[src/rtl/frame_deser_pkg.sv]
// Shared types and defaults for the frame deserialiser.
// Build option FRAME_DESER_PARITY_EN: each payload byte carries a trailing even-parity bit.
package frame_deser_pkg;

  typedef enum logic [0:0] {
    ST_HUNT    = 1'b0,
    ST_PAYLOAD = 1'b1
  } state_e;

  localparam logic [7:0]  DEF_SYNC_WORD = 8'hA5;
  localparam int unsigned DEF_FRAME_LEN = 4;

  localparam int unsigned BYTE_W     = 8;
  localparam int unsigned BIT_CNT_W  = 4;
  localparam int unsigned BYTE_CNT_W = 8;

`ifdef FRAME_DESER_PARITY_EN
  localparam int unsigned BITS_PER_BYTE = 9;
`else
  localparam int unsigned BITS_PER_BYTE = 8;
`endif

  // Even parity: the parity bit that makes the total count of ones even.
  function automatic logic even_parity(input logic [BYTE_W-1:0] b);
    return ^b;
  endfunction

endpackage

[src/rtl/frame_deser_if.sv]
// Byte output handshake between frame_deser (master) and its consumer (slave).
// Build option FRAME_DESER_PARITY_EN does not affect this interface.
interface frame_deser_if;
  import frame_deser_pkg::*;

  logic [BYTE_W-1:0] data;
  logic              valid;
  logic              ready;

  modport master (output data, output valid, input ready);
  modport slave  (input data, input valid, output ready);

endinterface

[src/rtl/frame_deser_bit_strobe.sv]
// Rising-edge detector turning the recovered bit clock into a one-cycle bit strobe.
// Build option FRAME_DESER_PARITY_EN does not affect this block.
module bit_strobe (
  input  logic clk,
  input  logic rst_n,
  input  logic bit_clk,
  output logic strobe_c
);

  logic bit_clk_q;

  always_ff @(posedge clk or negedge rst_n) begin
    if (!rst_n) begin
      bit_clk_q <= 1'b0;
    end else begin
      bit_clk_q <= bit_clk;
    end
  end

  assign strobe_c = bit_clk & ~bit_clk_q;

endmodule

[src/rtl/frame_deser.sv]
// Hunts a sync word in the recovered bit stream and delivers FRAME_LEN payload bytes per frame.
// Build option FRAME_DESER_PARITY_EN: a ninth even-parity bit per byte, mismatches flagged on parity_err.
module frame_deser
  import frame_deser_pkg::*;
#(
  parameter logic [7:0]  SYNC_WORD = DEF_SYNC_WORD,
  parameter int unsigned FRAME_LEN = DEF_FRAME_LEN
) (
  input  logic          clk,
  input  logic          rst_n,
  input  logic          bit_clk,
  input  logic          bit_in,
  frame_deser_if.master bus,
  output logic          sync_lock,
  output logic          overrun,
  output logic          parity_err
);

  localparam logic [0:0] HUNT    = 1'(ST_HUNT);
  localparam logic [0:0] PAYLOAD = 1'(ST_PAYLOAD);

  localparam logic [BIT_CNT_W-1:0]  LAST_BIT  = BIT_CNT_W'(BITS_PER_BYTE - 1);
  localparam logic [BYTE_CNT_W-1:0] LAST_BYTE = BYTE_CNT_W'(FRAME_LEN - 1);

  logic                  strobe_c;

  logic [0:0]            state_q,      state_d;
  logic [BYTE_W-1:0]     shreg_q,      shreg_d;
  logic [BIT_CNT_W-1:0]  bit_cnt_q,    bit_cnt_d;
  logic [BYTE_CNT_W-1:0] byte_cnt_q,   byte_cnt_d;
  logic [BYTE_W-1:0]     data_q,       data_d;
  logic                  valid_q,      valid_d;
  logic                  overrun_q,    overrun_d;
  logic                  parity_err_q, parity_err_d;

  logic [BYTE_W-1:0]     shifted_c;
  logic [BYTE_W-1:0]     byte_new_c;
  logic                  byte_done_c;
  logic                  par_bad_c;

  bit_strobe u_bit_strobe (
    .clk      (clk),
    .rst_n    (rst_n),
    .bit_clk  (bit_clk),
    .strobe_c (strobe_c)
  );

  assign shifted_c = {shreg_q[BYTE_W-2:0], bit_in};

  // State register and all datapath registers.
  always_ff @(posedge clk or negedge rst_n) begin
    if (!rst_n) begin
      state_q      <= HUNT;
      shreg_q      <= '0;
      bit_cnt_q    <= '0;
      byte_cnt_q   <= '0;
      data_q       <= '0;
      valid_q      <= 1'b0;
      overrun_q    <= 1'b0;
      parity_err_q <= 1'b0;
    end else begin
      state_q      <= state_d;
      shreg_q      <= shreg_d;
      bit_cnt_q    <= bit_cnt_d;
      byte_cnt_q   <= byte_cnt_d;
      data_q       <= data_d;
      valid_q      <= valid_d;
      overrun_q    <= overrun_d;
      parity_err_q <= parity_err_d;
    end
  end

  // Next-state, byte assembly and output handshake.
  always_comb begin
    state_d      = state_q;
    shreg_d      = shreg_q;
    bit_cnt_d    = bit_cnt_q;
    byte_cnt_d   = byte_cnt_q;
    data_d       = data_q;
    valid_d      = valid_q;
    overrun_d    = overrun_q;
    parity_err_d = parity_err_q;
    byte_done_c  = 1'b0;
    byte_new_c   = shifted_c;
    par_bad_c    = 1'b0;

    case (state_q)
      HUNT: begin
        if (strobe_c) begin
          shreg_d = shifted_c;
          if (shifted_c == SYNC_WORD) begin
            state_d    = PAYLOAD;
            bit_cnt_d  = '0;
            byte_cnt_d = '0;
          end
        end
      end
      PAYLOAD: begin
        if (strobe_c) begin
          if (bit_cnt_q == LAST_BIT) begin
            byte_done_c = 1'b1;
`ifdef FRAME_DESER_PARITY_EN
            // Final strobe carries the parity bit; the byte is already in shreg.
            byte_new_c  = shreg_q;
            par_bad_c   = even_parity(shreg_q) ^ bit_in;
`endif
            shreg_d    = byte_new_c;
            bit_cnt_d  = '0;
            byte_cnt_d = byte_cnt_q + 8'd1;
            if (byte_cnt_q == LAST_BYTE) begin
              state_d    = HUNT;
              shreg_d    = '0;
              byte_cnt_d = '0;
            end
          end else begin
            shreg_d   = shifted_c;
            bit_cnt_d = bit_cnt_q + 4'd1;
          end
        end
      end
      default: state_d = HUNT;
    endcase

    // A completing byte may replace one that is being consumed this cycle.
    if (byte_done_c) begin
      if (!valid_q || bus.ready) begin
        data_d  = byte_new_c;
        valid_d = 1'b1;
      end else begin
        overrun_d = 1'b1;
      end
      if (par_bad_c) begin
        parity_err_d = 1'b1;
      end
    end else if (valid_q && bus.ready) begin
      valid_d = 1'b0;
    end
  end

  assign bus.data   = data_q;
  assign bus.valid  = valid_q;
  assign sync_lock  = (state_q == PAYLOAD);
  assign overrun    = overrun_q;
  assign parity_err = parity_err_q;

endmodule

[src/flat_wrapper.sv]
// flat-port wrapper written by rule: the top's interface ports become plain ports
module frame_deser_flat import frame_deser_pkg::*;
#(
  parameter logic [7:0]  SYNC_WORD = DEF_SYNC_WORD,
  parameter int unsigned FRAME_LEN = DEF_FRAME_LEN
)
  (clk, rst_n, bit_clk, bit_in, sync_lock, overrun, parity_err, bus_data, bus_valid, bus_ready);
  frame_deser_if bus_i ();
  input  logic clk;
  input  logic rst_n;
  input  logic bit_clk;
  input  logic bit_in;
  output logic sync_lock;
  output logic overrun;
  output logic parity_err;
  output wire logic [$bits(bus_i.data)-1:0] bus_data;
  output wire logic [$bits(bus_i.valid)-1:0] bus_valid;
  input wire logic [$bits(bus_i.ready)-1:0] bus_ready;
  assign bus_data = bus_i.data;
  assign bus_valid = bus_i.valid;
  assign bus_i.ready = bus_ready;
  frame_deser #(.SYNC_WORD(SYNC_WORD), .FRAME_LEN(FRAME_LEN)) u_core (.clk(clk), .rst_n(rst_n), .bit_clk(bit_clk), .bit_in(bit_in), .bus(bus_i), .sync_lock(sync_lock), .overrun(overrun), .parity_err(parity_err));
endmodule
[config.mk]
export PLATFORM = sky130hd
export DESIGN_NAME = frame_deser_flat
export DESIGN_NICKNAME = d
export VERILOG_FILES = /design/src/rtl/frame_deser_pkg.sv /design/src/rtl/frame_deser_if.sv /design/src/rtl/frame_deser_bit_strobe.sv /design/src/rtl/frame_deser.sv /design/src/flat_wrapper.sv
export SDC_FILE = /design/constraint.sdc
export NUM_CORES = 1
export LEC_CHECK = 0
export ABC_AREA = 1
export BUFFER_PORTS_ARGS = -buffer_cell sky130_fd_sc_hd__buf_4
export CAP_MARGIN = 20
export CORE_MARGIN = 2
export CORE_UTILIZATION = 50
export DETAILED_ROUTE_END_ITERATION = 7
export PLACE_DENSITY = 0.7
export SLEW_MARGIN = 40
export SYNTH_ARGS = -nofsm -noshare
export SYNTH_HDL_FRONTEND = slang
export SYNTH_SLANG_ARGS = --single-unit
[constraint.sdc]
create_clock -name clk -period 1.6 [get_ports clk]
set_clock_uncertainty 0.05 [all_clocks]
set_input_delay 0.16 -clock clk [delete_from_list [all_inputs] [get_ports clk]]
set_output_delay 0.16 -clock clk [all_outputs]
set_load 0.1 [all_outputs]
# Word level (Yosys, flattened, before mapping)
# Index checks and enable logic that the tools add are counted.
[word_totals]
elab_cells = 60
regBits = 31
[classes]
reduce_logical = 10
n_addsub = 2
bitwise_logic = 4
n_eq_ne = 8
n_mux = 28
[op_table]
columns = ["op", "count"]
rows = [
  ["$mux W8", 5],
  ["$mux W7", 4],
  ["$mux W4", 4],
  ["$pmux W8 S2", 1],
  ["$pmux W7 S2", 1],
  ["$mux W1", 11],
  ["$add A8 B1 Y8 const B", 1],
  ["$eq A8 B2 Y1 const B", 1],
  ["$eq A8 B8 Y1 const B", 1],
  ["$pmux W4 S2", 1],
  ["$reduce_and A2 Y1", 4],
  ["$ne A2 B1 Y1 const B", 3],
  ["$add A4 B1 Y4 const B", 1],
  ["$eq A4 B3 Y1 const B", 1],
  ["$ne A2 B2 Y1 const B", 2],
  ["$reduce_and A4 Y1", 1],
  ["$not A1 Y1", 3],
  ["$reduce_and A3 Y1", 1],
  ["$pmux W1 S2", 1],
  ["$reduce_bool A2 Y1", 1],
  ["$and A1 B1 Y1", 1],
  ["$logic_and A1 B1 Y1", 1],
  ["$logic_not A1 Y1", 1],
  ["$logic_or A1 B1 Y1", 1],
]

# Depth between registers and ports, before layout
# Gate-level depths: netlist of the first run.
[logic_depth]
ltp_word = 6
ltp_mapped = 9
mapped_depth_nobuf = 9

# By module
# From an unflattened synthesis of the first run, not the netlist that was laid out.
[hier_totals]
cells_unflattened = 206
area_unflattened_um2 = 1596.5
[modules_own_cells]
columns = ["module", "area_per_inst_um2", "cells_each", "seq_area_each_um2", "instances"]
rows = [
  ["frame_deser", 1561.5, 203, 750.7, 1],
  ["bit_strobe", 35.0, 3, 25.0, 1],
]

# Worst setup path before layout of the first run
# Ideal clock, no wire load.
[synth_timing]
path_kind = "register -> register"
startpoint = "register u_core.state_q, in the netlist u_core.sync_lock"
endpoint = "register u_core.byte_cnt_q[0]"
n_path_buf = 0
setup_ns = 0.065
slack_ns = -0.260
arrival_time_ns = 1.745
stages_incl_launch_ff = 7
path_cell_list = "dfrtp_1 inv_2 nor2_1 inv_1 nand2_2 nand2_1 nand2_1"
[synth_via]
elab_chain_len = 3
elab_cells_between_ends = 7
cone_classes = "eq/ne (4); mux (1); bitwise (1); reduce/logical (1)"
[synth_lines]
columns = ["element", "line", "source"]
rows = [
  ["from (decl)", "frame_deser.sv:27", "logic [0:0] state_q, state_d;"],
  ["from (signal assigned)", "frame_deser.sv:62", "state_q <= state_d;"],
  ["$not A1 Y1", "frame_deser.sv:87", "case (state_q)"],
  ["$ne A2 B1 Y1 (no line)", "--", ""],
  ["$reduce_and A4 Y1 (no line)", "--", ""],
  ["to (signal assigned)", "frame_deser.sv:65", "byte_cnt_q <= byte_cnt_d;"],
  ["to (decl)", "frame_deser.sv:30", "logic [BYTE_CNT_W-1:0] byte_cnt_q, byte_cnt_d;"],
]
# Parallel ways exist; a longest one is shown, timed or not.
# A chain may end at the register's enable or synchronous reset.

# Final worst setup path of the first run
[layout_timing]
startpoint = "register u_core.bit_cnt_q[1]"
endpoint = "register u_core.data_q[1], in the netlist u_core.bus.data[1]"
[layout_via]
elab_chain_len = 5
[layout_lines]
columns = ["element", "line", "source"]
rows = [
  ["from (decl)", "frame_deser.sv:29", "logic [BIT_CNT_W-1:0] bit_cnt_q, bit_cnt_d;"],
  ["from (signal assigned)", "frame_deser.sv:64", "bit_cnt_q <= bit_cnt_d;"],
  ["$eq A4 B3 Y1", "frame_deser.sv:100", "if (bit_cnt_q == LAST_BIT) begin"],
  ["$mux W1", "frame_deser.sv:100", ""],
  ["$mux W1", "frame_deser.sv:99", "if (strobe_c) begin"],
  ["$mux W1", "frame_deser.sv:87", ""],
  ["$reduce_and A2 Y1 (no line)", "--", ""],
  ["to (signal assigned)", "frame_deser.sv:66", "data_q <= data_d;"],
  ["to (decl)", "frame_deser.sv:31", "logic [BYTE_W-1:0] data_q, data_d;"],
]
# No other way between the ends.

==> results of run 1 <==
logic make-up after synthesis:
| family | after synthesis | share of synthesized area |
|---|---|---|
| other | 1 | 0.002356 |
| AOI/OAI and AO/OA | 21 | 0.09514 |
| and+or+nand+nor | 116 | 0.3168 |
| xor gates and xnor gates | 1 | 0.005504 |
| adders and majority gates | 3 | 0.02359 |
| buffers and inverters | 26 | 0.06919 |
| DFF | 31 | 0.4874 |
sequential cells by signal, summed over array words and instances (netlist names):
name / count
u_core.bus.valid: 1
u_core.sync_lock: 1
u_core.bus.data: 8
u_core.u_bit_strobe.bit_clk_q: 1
u_core.byte_cnt_q: 8
u_core.overrun: 1
u_core.bit_cnt_q: 4
u_core.shreg_q: 7
layer usage:
layer,track usage,wire [µm],share of wire,up-vias
li1,-,-,-,686
met1,0.2691,1571,0.47,643
met2,0.3401,1578,0.47,30
met3,0.06397,167,0.050,5
met4,0.07453,51,0.015,0
met5,0,0,0,-
layout make-up:
cell class / count / area (µm²)
Tap cell: 44 / 55.05
Clock buffer: 8 / 68.82
Fill cell: 281 / 1127
Inverter: 23 / 86.33
Multi-Input combinational cell: 142 / 737.0
Sequential cell: 31 / 778.2
Timing Repair Buffer: 26 / 200.2
worst max-delay path, cell delays in order (launching register included):
cell and delay, ns:
dfrtp_1 0.39, ha_2 0.20, nand2_2 0.07, nor2_4 0.12, nand2_2 0.09, nor2_4 0.20, nand2_8 0.13, nand2_1 0.10
o21ai_2 0.05
report_power, final:
group          switching (mW)  internal [mW]  total, mW
clock                   0.275          0.258      0.534
combinational            1.06          0.367       1.42
sequential              0.135          0.969       1.10
total                    1.47           1.59       3.06
through the flow:
step | util | cell area [µm²] | cells | power [mW] | worst slack, ns
3_5_place_dp | 0.5816 | 1775 | 260 | 2.475 | 0.1107
4_1_cts | 0.6107 | 1864 | 270 | 3.012 | 0.06337
3_3_place_gp | 0.5816 | 1775 | 260 | 2.438 | 0.1373
2_1_floorplan | - | 1594 | 199 | 2.162 | 0.07616
6_report | 0.6307 | 1926 | 274 | 3.061 | 0.08648
5_1_grt | 0.6307 | 1926 | 274 | 3.224 | -0.02835
worst max-delay path by stage:
stage | from | endpoint | slack, ns | depth (start not counted)
3_5_place_dp | u_core.bit_cnt_q[0] | u_core.bus.data[4] | 0.11 | 8
2_1_floorplan | u_core.sync_lock | u_core.bus.data[6] | 0.08 | 6
3_3_place_gp | u_core.shreg_q[0] | u_core.byte_cnt_q[2] | 0.14 | 7
5_1_grt | bit_clk | u_core.byte_cnt_q[5] | -0.03 | 9
4_1_cts | u_core.bit_cnt_q[0] | u_core.byte_cnt_q[2] | 0.06 | 8
6_report | u_core.bit_cnt_q[1] | u_core.bus.data[1] | 0.09 | 8
cell usage in the layout (no fill, tap or decap), types with 4 or more instances in the layout:
master and count:
nand2_1 64, dfrtp_1 29, buf_4 24, inv_1 21, nor2_1 20, nand3_1 15
nand2_2 7, o21ai_2 7, o22ai_1 6, clkbuf_4 5, o21ai_0 4
repair_timing:
action	4_1_cts	5_1_grt
gates resized for setup	0	7
hold endpoints to repair	32	0
endpoints found under the setup margin	0	18
hold buffers	2	0
setup buffers	0	4
==> run_summary.xml, run 1 <==
<?xml version="1.0" encoding="UTF-8"?>
<metrics>
  <group name="placement">
    <metric name="post-dp-hpwl" unit="µm">2319</metric>
    <metric name="port-buffer-count" unit="">15</metric>
    <metric name="finalWeightedCongestion" unit="">0.8683</metric>
  </group>
  <group name="timing">
    <metric name="setup_total_negative_slack" unit="ns">0</metric>
    <metric name="maxClockFrequency" unit="GHz">0.6607</metric>
    <metric name="final.period_utilization" unit="">0.9459</metric>
    <metric name="final.min_clock_period" unit="ns">1.514</metric>
    <metric name="setup_viol" unit="">0</metric>
    <metric name="maxSlewViolCount" unit="">0</metric>
    <metric name="grt_setup_unrepaired" unit="">yes</metric>
    <metric name="whs" unit="ns">0.04488</metric>
    <metric name="final_hold_vios" unit="">0</metric>
  </group>
  <group name="clocking">
    <metric name="cts_root_buffer" unit="">clkbuf_4</metric>
    <metric name="clock_tree.htree_level_count" unit="">2</metric>
    <metric name="clock_tree_from_tritoncts" unit="">built</metric>
    <metric name="clkSlewWorstSetupHoldPaths" unit="ns">0.10</metric>
    <metric name="clk_path_buf_depth" unit="">2</metric>
    <metric name="cts.sinks" unit="">31</metric>
    <metric name="clock_insertion_delay_worst_skew" unit="ns">0.35</metric>
    <metric name="cts_made_buffers" unit="">5</metric>
  </group>
  <group name="detailed_routing">
    <metric name="vias_per_cell" unit="">4.978</metric>
    <metric name="drt_pass1_iterations" unit="">4</metric>
    <metric name="drt.antenna.violating_nets" unit="">0</metric>
    <metric name="num_vias" unit="">1364</metric>
    <metric name="routed_wirelength" unit="µm">3368</metric>
    <metric name="wire_per_inst" unit="µm">12.29</metric>
    <metric name="drc" unit="">0</metric>
    <metric name="drt_iter0_markers" unit="">45</metric>
  </group>
  <group name="global_routing">
    <metric name="vias_in_the_first_global_route" unit="">1253</metric>
    <metric name="grtUsageTotal" unit="">0.2101</metric>
    <metric name="pin_count_of_the_biggest_net_entering_global_routing" unit="">32</metric>
    <metric name="grt_first_pass_wirelength" unit="µm">5561</metric>
    <metric name="gr-total-overflow" unit="">0</metric>
    <metric name="antenna_found_initial" unit="">0</metric>
  </group>
  <group name="logic_synthesis">
    <metric name="synth_area" unit="µm²">1592</metric>
    <metric name="synthMostInstantiatedCell" unit="">nand2_1</metric>
    <metric name="synth.top_cells.by_count" unit="">66 x nand2_1, 31 x dfrtp_1, 21 x inv_1, 21 x nor2_1, 16 x nand3_1</metric>
    <metric name="syn_inst" unit="">199</metric>
    <metric name="ys_seq_area_frac" unit="">0.4874</metric>
    <metric name="ys_top_cells_by_area" unit="">dfrtp_1 49%, nand2_1 16%, nand3_1 5.0%</metric>
    <metric name="synth_top_area_share" unit="">0.4874</metric>
    <metric name="yosysWarnings" unit="">0</metric>
    <metric name="async_reset_ff_frac" unit="">1.000</metric>
    <metric name="synth_top_cell_by_area" unit="">dfrtp_1</metric>
    <metric name="dominant_synthesized_flop_cell" unit="">dfrtp_1</metric>
    <metric name="synth.net_count" unit="">207</metric>
    <metric name="synth.ff_latch_count" unit="">31</metric>
    <metric name="syn_avg_cell_area" unit="µm²">7.998</metric>
    <metric name="synth_cell_types" unit="">25</metric>
    <metric name="synth_edf_count" unit="">0</metric>
  </group>
  <group name="run_status">
    <metric name="outcome" unit="">completed</metric>
  </group>
  <group name="critical_path">
    <metric name="worstPathArrival" unit="ns">1.70</metric>
    <metric name="crit_type" unit="">register to register</metric>
    <metric name="cp.required" unit="ns">1.78</metric>
    <metric name="reg2reg_slack" unit="ns">0.09</metric>
    <metric name="critical_path_maximum_fanout" unit="">16</metric>
    <metric name="startpoint_class" unit="">register</metric>
    <metric name="endpoint_class_of_the_critical_path" unit="">register</metric>
    <metric name="r2r_start" unit="">u_core.bit_cnt_q[1]</metric>
    <metric name="worstRegToRegCells" unit="">8</metric>
    <metric name="timing.rr.end" unit="">u_core.bus.data[1]</metric>
  </group>
  <group name="die">
    <metric name="placeable_area" unit="µm²">3053</metric>
    <metric name="pin_count" unit="">17</metric>
    <metric name="floorplan.die.height" unit="µm">60.42</metric>
    <metric name="chipWidth" unit="µm">60.42</metric>
    <metric name="placement_rows" unit="">20</metric>
    <metric name="initial_core_util" unit="">0.5213</metric>
    <metric name="die_area" unit="µm²">3651</metric>
  </group>
  <group name="final_layout">
    <metric name="drive_gt1_frac" unit="">0.2478</metric>
    <metric name="final_nets" unit="">237</metric>
    <metric name="insertedDiodeCount" unit="">0</metric>
    <metric name="area_growth_syn_to_layout" unit="%">20.99</metric>
  </group>
  <group name="flow_run">
    <metric name="maxCapViolations" unit="">0</metric>
  </group>
  <group name="hold_path">
    <metric name="type_of_the_most_critical_hold_path" unit="">input pin to register</metric>
    <metric name="hold_path_depth" unit="">3</metric>
    <metric name="min-delay-start" unit="">bit_in</metric>
    <metric name="min_delay_worst_endpoint" unit="">u_core.bus.data[0]</metric>
  </group>
  <group name="pwr">
    <metric name="p_leak" unit="nW">1.006</metric>
    <metric name="power_per_cell_area" unit="nW/µm²">1589</metric>
    <metric name="worst_ir_drop_on_vdd" unit="V">0.0008368</metric>
  </group>
</metrics>
Power figures use the tool's default switching activity.
==> inputs of run 2 (changes only) <==
--- a/config.mk
+++ b/config.mk
@@ -9,9 +9,8 @@
 export BUFFER_PORTS_ARGS = -buffer_cell sky130_fd_sc_hd__buf_4
 export CAP_MARGIN = 20
 export CORE_MARGIN = 2
-export CORE_UTILIZATION = 50
+export CORE_UTILIZATION = 38
 export DETAILED_ROUTE_END_ITERATION = 7
-export PLACE_DENSITY = 0.7
 export SLEW_MARGIN = 40
 export SYNTH_ARGS = -nofsm -noshare
 export SYNTH_HDL_FRONTEND = slang
==> run_summary.xml, run 2 (synthesized netlist as in run 1, its figures left out) <==
<?xml version="1.0" encoding="UTF-8"?>
<metrics>
  <group name="clocking">
    <metric name="clock_insertion_delay_worst_skew" unit="ns">0.28</metric>
    <metric name="clkSlewWorstSetupHoldPaths" unit="ns">0.07</metric>
    <metric name="clock_tree_from_tritoncts" unit="">built</metric>
    <metric name="cts.sinks" unit="">31</metric>
    <metric name="clk_path_buf_depth" unit="">2</metric>
    <metric name="cts_root_buffer" unit="">clkbuf_8</metric>
    <metric name="cts_made_buffers" unit="">5</metric>
    <metric name="clock_tree.htree_level_count" unit="">2</metric>
  </group>
  <group name="final_layout">
    <metric name="final_nets" unit="">245</metric>
    <metric name="drive_gt1_frac" unit="">0.2773</metric>
    <metric name="most_frequent_cells_in_the_layout" unit="">65 x nand2_1, 31 x buf_4, 29 x dfrtp_1</metric>
    <metric name="filler_cell_count" unit="">392</metric>
    <metric name="layout.cells.most_common" unit="">nand2_1</metric>
    <metric name="final_core_util" unit="">0.5031</metric>
    <metric name="area_growth_syn_to_layout" unit="%">27.36</metric>
    <metric name="final_cell_area" unit="µm²">2027</metric>
    <metric name="insertedDiodeCount" unit="">0</metric>
    <metric name="fin_cells" unit="">288</metric>
  </group>
  <group name="critical_path">
    <metric name="critical_path.max_stage_delay" unit="ns">0.39</metric>
    <metric name="startpoint_class" unit="">register</metric>
    <metric name="critical_path_maximum_fanout" unit="">8</metric>
    <metric name="worstRegToRegCells" unit="">9</metric>
    <metric name="crit_type" unit="">register to register</metric>
    <metric name="crit_path_cell_trace" unit="">ha_2 -&gt; nand2_2 -&gt; nor2_4 -&gt; nand2_4 -&gt; nor2_4 -&gt; buf_4 -&gt; nand2_8 -&gt; nand2_1 -&gt; o21ai_2</metric>
    <metric name="endpoint_class_of_the_critical_path" unit="">register</metric>
    <metric name="reg2reg_slack" unit="ns">0.07</metric>
    <metric name="worst_path_most_repeated_cell" unit="">nor2_4</metric>
    <metric name="worstPathArrival" unit="ns">1.65</metric>
    <metric name="r2r_start" unit="">u_core.bit_cnt_q[1]</metric>
    <metric name="cp.required" unit="ns">1.72</metric>
    <metric name="timing.rr.end" unit="">u_core.bus.data[2]</metric>
    <metric name="critPathSlowestCell" unit="">dfrtp_1</metric>
  </group>
  <group name="die">
    <metric name="pin_count" unit="">17</metric>
    <metric name="initial_core_util" unit="">0.3950</metric>
    <metric name="die_area" unit="µm²">4722</metric>
    <metric name="chipWidth" unit="µm">68.72</metric>
    <metric name="floorplan.die.height" unit="µm">68.72</metric>
    <metric name="placeable_area" unit="µm²">4029</metric>
    <metric name="placement_rows" unit="">23</metric>
  </group>
  <group name="global_routing">
    <metric name="grt_first_pass_wirelength" unit="µm">5630</metric>
    <metric name="gr-total-overflow" unit="">0</metric>
    <metric name="grtUsageTotal" unit="">0.1618</metric>
    <metric name="pin_count_of_the_biggest_net_entering_global_routing" unit="">32</metric>
    <metric name="vias_in_the_first_global_route" unit="">1289</metric>
    <metric name="antenna_found_initial" unit="">0</metric>
  </group>
  <group name="detailed_routing">
    <metric name="vias_per_cell" unit="">4.733</metric>
    <metric name="drt.antenna.violating_nets" unit="">0</metric>
    <metric name="drt_iter0_markers" unit="">68</metric>
    <metric name="drt_pass1_iterations" unit="">4</metric>
    <metric name="routed_wirelength" unit="µm">3330</metric>
    <metric name="drc" unit="">0</metric>
    <metric name="num_vias" unit="">1363</metric>
    <metric name="wire_per_inst" unit="µm">11.56</metric>
  </group>
  <group name="placement">
    <metric name="post-dp-hpwl" unit="µm">2207</metric>
    <metric name="port-buffer-count" unit="">15</metric>
    <metric name="finalWeightedCongestion" unit="">0.8078</metric>
    <metric name="postPlaceCellArea" unit="µm²">1805</metric>
    <metric name="dp_cells" unit="">269</metric>
  </group>
  <group name="pwr">
    <metric name="worst_ir_drop_on_vdd" unit="V">0.001159</metric>
    <metric name="power_per_cell_area" unit="nW/µm²">1558</metric>
    <metric name="p_leak" unit="nW">1.046</metric>
  </group>
  <group name="timing">
    <metric name="final.period_utilization" unit="">0.9586</metric>
    <metric name="final.min_clock_period" unit="ns">1.534</metric>
    <metric name="whs" unit="ns">0.09778</metric>
    <metric name="maxSlewViolCount" unit="">0</metric>
    <metric name="setup_viol" unit="">0</metric>
    <metric name="final_hold_vios" unit="">0</metric>
    <metric name="maxClockFrequency" unit="GHz">0.6520</metric>
    <metric name="setup_total_negative_slack" unit="ns">0</metric>
  </group>
  <group name="flow_run">
    <metric name="maxCapViolations" unit="">0</metric>
  </group>
  <group name="hold_path">
    <metric name="hold_path_depth" unit="">3</metric>
    <metric name="min_delay_worst_endpoint" unit="">u_core.bus.data[0]</metric>
    <metric name="min-delay-start" unit="">bit_in</metric>
    <metric name="type_of_the_most_critical_hold_path" unit="">input pin to register</metric>
  </group>
  <group name="run_status">
    <metric name="outcome" unit="">completed</metric>
  </group>
</metrics>
## run 2: cell count changes in the layout (fill, tap and decap cells not counted), moves of 2 or more
cell / before / now
buf_4: 24 / 31
clkbuf_4: 5 / 0
clkbuf_8: 2 / 6
nand2_2: 7 / 5
nand2_4: 0 / 2
## run 2: how the worst max path moves through the flow
stage | startpoint | to | slack [ns] | depth (start not counted)
global placement | u_core.bit_cnt_q[1] | u_core.bus.data[4] | 0.14 | 8
global route | u_core.bit_cnt_q[1] | u_core.shreg_q[3] | -0.04 | 8
detailed placement | u_core.bit_cnt_q[1] | u_core.bus.data[4] | 0.08 | 8
finish | u_core.bit_cnt_q[1] | u_core.bus.data[2] | 0.07 | 9
floorplan | u_core.sync_lock | u_core.bus.data[6] | 0.08 | 6
CTS | u_core.bit_cnt_q[1] | u_core.bus.data[4] | 0.07 | 8
## run 2: per-stage QoR
stage / setup WS [ns] / power [mW]
after floorplan: 0.07616 / 2.162
after global placement: 0.1366 / 2.447
after detailed placement: 0.07746 / 2.459
after CTS: 0.07188 / 3.096
after global routing: -0.03512 / 3.363
final: 0.06620 / 3.158
## run 2: worst max-delay path, delay by kind of cell (launching register included)
kind	cells	cell delay (ns)
buf+inv	1	0.16
fa+ha+maj	1	0.20
simple gates	6	0.58
compound gates	1	0.05
flops	1	0.39
## run 2: per-layer routing
| layer | wire length, µm | track usage |
|---|---|---|
| met1 | 1673 | 0.2198 |
| met2 | 1491 | 0.2476 |
| met3 | 109 | 0.03409 |
| met4 | 56 | 0.07353 |
| met5 | 0 | 0 |
## run 2: what timing repair did
action,4_1_cts,5_1_grt
setup buffers,0,8
gates resized for setup,0,9
hold buffers,2,0
endpoints found under the hold margin,32,0
endpoints found under the setup margin,0,23
## run 2: area by class of cell
cell class / instances / area, µm² / area share
Inverter: 23 / 86.33 / 0.04259
Sequential cell: 31 / 778.2 / 0.3840
Clock buffer: 7 / 86.33 / 0.04259
Tap cell: 50 / 62.56 / 0.03086
Multi-Input combinational cell: 143 / 755.7 / 0.3728
Clock inverter: 1 / 5.005 / 0.002469
Timing Repair Buffer: 33 / 252.7 / 0.1247
## run 2: where the power goes
| part | internal (mW) | total [mW] | switching (mW) |
|---|---|---|---|
| combinational | 0.386 | 1.43 | 1.04 |
| clock | 0.346 | 0.629 | 0.282 |
| sequential | 0.971 | 1.10 | 0.129 |
==> inputs of run 3 (changes only) <==
--- a/config.mk
+++ b/config.mk
@@ -8,9 +8,9 @@
 export ABC_AREA = 1
 export BUFFER_PORTS_ARGS = -buffer_cell sky130_fd_sc_hd__buf_4
 export CAP_MARGIN = 20
-export CORE_MARGIN = 2
 export CORE_UTILIZATION = 38
 export DETAILED_ROUTE_END_ITERATION = 7
+export MAX_ROUTING_LAYER = met4
 export SLEW_MARGIN = 40
 export SYNTH_ARGS = -nofsm -noshare
 export SYNTH_HDL_FRONTEND = slang
==> run_summary.xml, run 3 (synthesized netlist as in run 1, its figures left out) <==
<?xml version="1.0" encoding="UTF-8"?>
<metrics>
  <group name="timing">
    <metric name="maxClockFrequency" unit="GHz">0.6787</metric>
    <metric name="timing.final.ws_setup" unit="ns">0.1265</metric>
    <metric name="final_hold_vios" unit="">0</metric>
    <metric name="setup_viol" unit="">0</metric>
    <metric name="final.min_clock_period" unit="ns">1.473</metric>
    <metric name="grt_setup_unrepaired" unit="">no</metric>
    <metric name="maxSlewViolCount" unit="">0</metric>
    <metric name="final.period_utilization" unit="">0.9209</metric>
    <metric name="setup_total_negative_slack" unit="ns">0</metric>
  </group>
  <group name="placement">
    <metric name="dp_cells" unit="">269</metric>
    <metric name="port-buffer-count" unit="">15</metric>
    <metric name="pre_cts_ws" unit="ns">0.1043</metric>
    <metric name="finalWeightedCongestion" unit="">0.8522</metric>
    <metric name="postPlaceCellArea" unit="µm²">1805</metric>
    <metric name="post-dp-hpwl" unit="µm">2228</metric>
  </group>
  <group name="die">
    <metric name="floorplan.die.height" unit="µm">66.72</metric>
    <metric name="placement_rows" unit="">23</metric>
    <metric name="pin_count" unit="">17</metric>
    <metric name="chipWidth" unit="µm">66.72</metric>
    <metric name="initial_core_util" unit="">0.3979</metric>
    <metric name="placeable_area" unit="µm²">4000</metric>
    <metric name="die_area" unit="µm²">4451</metric>
  </group>
  <group name="final_layout">
    <metric name="layout.cells.most_common" unit="">nand2_1</metric>
    <metric name="drive_gt1_frac" unit="">0.2381</metric>
    <metric name="most_frequent_cells_in_the_layout" unit="">66 x nand2_1, 29 x dfrtp_1, 25 x buf_4</metric>
    <metric name="insertedDiodeCount" unit="">0</metric>
    <metric name="area_growth_syn_to_layout" unit="%">22.48</metric>
    <metric name="final_nets" unit="">238</metric>
    <metric name="final_cell_area" unit="µm²">1949</metric>
    <metric name="fin_cells" unit="">281</metric>
  </group>
  <group name="clocking">
    <metric name="clock_tree.htree_level_count" unit="">2</metric>
    <metric name="clk_path_buf_depth" unit="">2</metric>
    <metric name="clock_insertion_delay_worst_skew" unit="ns">0.28</metric>
    <metric name="clock_tree_from_tritoncts" unit="">built</metric>
    <metric name="cts_root_buffer" unit="">clkbuf_8</metric>
    <metric name="clkSlewWorstSetupHoldPaths" unit="ns">0.07</metric>
    <metric name="cts_made_buffers" unit="">5</metric>
    <metric name="cts.sinks" unit="">31</metric>
  </group>
  <group name="detailed_routing">
    <metric name="wire_per_inst" unit="µm">11.45</metric>
    <metric name="drt_pass1_iterations" unit="">4</metric>
    <metric name="drt_iter0_markers" unit="">102</metric>
    <metric name="vias_per_cell" unit="">4.705</metric>
    <metric name="drt.antenna.violating_nets" unit="">0</metric>
    <metric name="drc" unit="">0</metric>
    <metric name="routed_wirelength" unit="µm">3218</metric>
    <metric name="num_vias" unit="">1322</metric>
  </group>
  <group name="pwr">
    <metric name="power.sequential.fraction" unit="">0.354</metric>
    <metric name="pwr-share-comb" unit="">0.450</metric>
    <metric name="power.net_switching" unit="mW">1.471</metric>
    <metric name="switching_share" unit="">0.4745</metric>
    <metric name="worst_ir_drop_on_vdd" unit="V">0.0008628</metric>
    <metric name="p_leak" unit="nW">1.009</metric>
    <metric name="intPower" unit="mW">1.629</metric>
    <metric name="power_per_cell_area" unit="nW/µm²">1590</metric>
    <metric name="power_total" unit="mW">3.100</metric>
    <metric name="pwr-share-clk" unit="">0.195</metric>
  </group>
  <group name="global_routing">
    <metric name="pin_count_of_the_biggest_net_entering_global_routing" unit="">32</metric>
    <metric name="grt_first_pass_wirelength" unit="µm">5526</metric>
    <metric name="gr-total-overflow" unit="">0</metric>
    <metric name="antenna_found_initial" unit="">0</metric>
    <metric name="grtUsageTotal" unit="">0.1766</metric>
    <metric name="vias_in_the_first_global_route" unit="">1177</metric>
  </group>
  <group name="flow_run">
    <metric name="maxCapViolations" unit="">0</metric>
  </group>
  <group name="critical_path">
    <metric name="startpoint_class" unit="">register</metric>
    <metric name="critical_path_maximum_fanout" unit="">6</metric>
    <metric name="cp.required" unit="ns">1.72</metric>
    <metric name="endpoint_class_of_the_critical_path" unit="">register</metric>
    <metric name="crit_type" unit="">register to register</metric>
    <metric name="critical_path.max_stage_delay" unit="ns">0.39</metric>
    <metric name="critPathSlowestCell" unit="">dfrtp_1</metric>
    <metric name="worstPathArrival" unit="ns">1.59</metric>
    <metric name="crit_path_cell_trace" unit="">ha_1 -&gt; nand2_1 -&gt; nor2_1 -&gt; nand3_1 -&gt; nor2_1 -&gt; buf_4 -&gt; o22ai_1</metric>
    <metric name="worst_path_most_repeated_cell" unit="">nor2_1</metric>
  </group>
  <group name="hold_path">
    <metric name="type_of_the_most_critical_hold_path" unit="">input pin to register</metric>
  </group>
  <group name="run_status">
    <metric name="outcome" unit="">completed</metric>
  </group>
</metrics>
-- run 3: changes by cell type in the layout (fill, tap and decap cells not counted), sizes merged --
cell	previous run	this run
clkbuf	7	6
nand2	73	72
buf	31	25
clkinvlp	0	1
-- run 3: layout make-up --
| class | instances | area, µm² |
|---|---|---|
| Inverter | 23 | 86.33 |
| Timing Repair Buffer | 27 | 207.7 |
| Sequential cell | 31 | 778.2 |
| Multi-Input combinational cell | 142 | 729.5 |
| Clock buffer | 6 | 72.57 |
| Clock inverter | 2 | 12.51 |
| Fill cell | 384 | 2051 |
| Tap cell | 50 | 62.56 |
-- run 3: power by group through the flow --
stage	Sequential [mW]	Combinational, mW	Clock, mW
2_1_floorplan	1.79	0.375	0
3_3_place_gp	1.12	1.34	0
3_5_place_dp	1.12	1.35	0
4_1_cts	1.11	1.36	0.626
5_1_grt	1.12	1.50	0.665
6_report	1.10	1.40	0.606
-- run 3: final timing paths --
path	slack [ns]	start	cells past startpoint	to
worst max register to register	0.13	u_core.byte_cnt_q[1]	7	u_core.shreg_q[6]
worst max-delay path	0.13	u_core.byte_cnt_q[1]	7	u_core.shreg_q[6]
worst min register to register	0.42	u_core.overrun	1	u_core.overrun
min in group asynchronous	0.29	rst_n	2	u_core.byte_cnt_q[6]
worst min-delay path	0.09	bit_in	3	u_core.bus.data[0]
max in group asynchronous	0.90	rst_n	2	u_core.sync_lock
-- run 3: timing repair --
action | CTS | global route
hold endpoints to repair | 32 | 0
setup endpoints to repair | 0 | 14
resized for setup | 0 | 4
hold buffers | 2 | 0
buffers inserted | 0 | 2
-- run 3: critical path, delay by kind of cell (launching register included) --
| kind | cells | cell delay (ns) |
|---|---|---|
| adder cells (fa/ha/maj) | 1 | 0.22 |
| AO/OA/AOI/OAI | 1 | 0.07 |
| buffers and inverters | 1 | 0.17 |
| AND/OR/NAND/NOR | 4 | 0.46 |
| flip-flops | 1 | 0.39 |
-- run 3: routing by layer --
metal,global-route usage,vias to the layer above,part of all wire
met5,-,-,0
met4,0.07979,0,0.025
met3,0.04623,9,0.034
met2,0.2298,21,0.42
met1,0.2524,596,0.52
li1,-,696,-
-- run 3: per-stage QoR --
step | hold slack, ns | utilization
finish | 0.08760 | 0.4873
global route | 0.09562 | 0.4873
CTS | 0.07922 | 0.4776
detailed placement | 0.07718 | 0.4514
global placement | 0.07247 | 0.4514
floorplan | -0.1856 | -
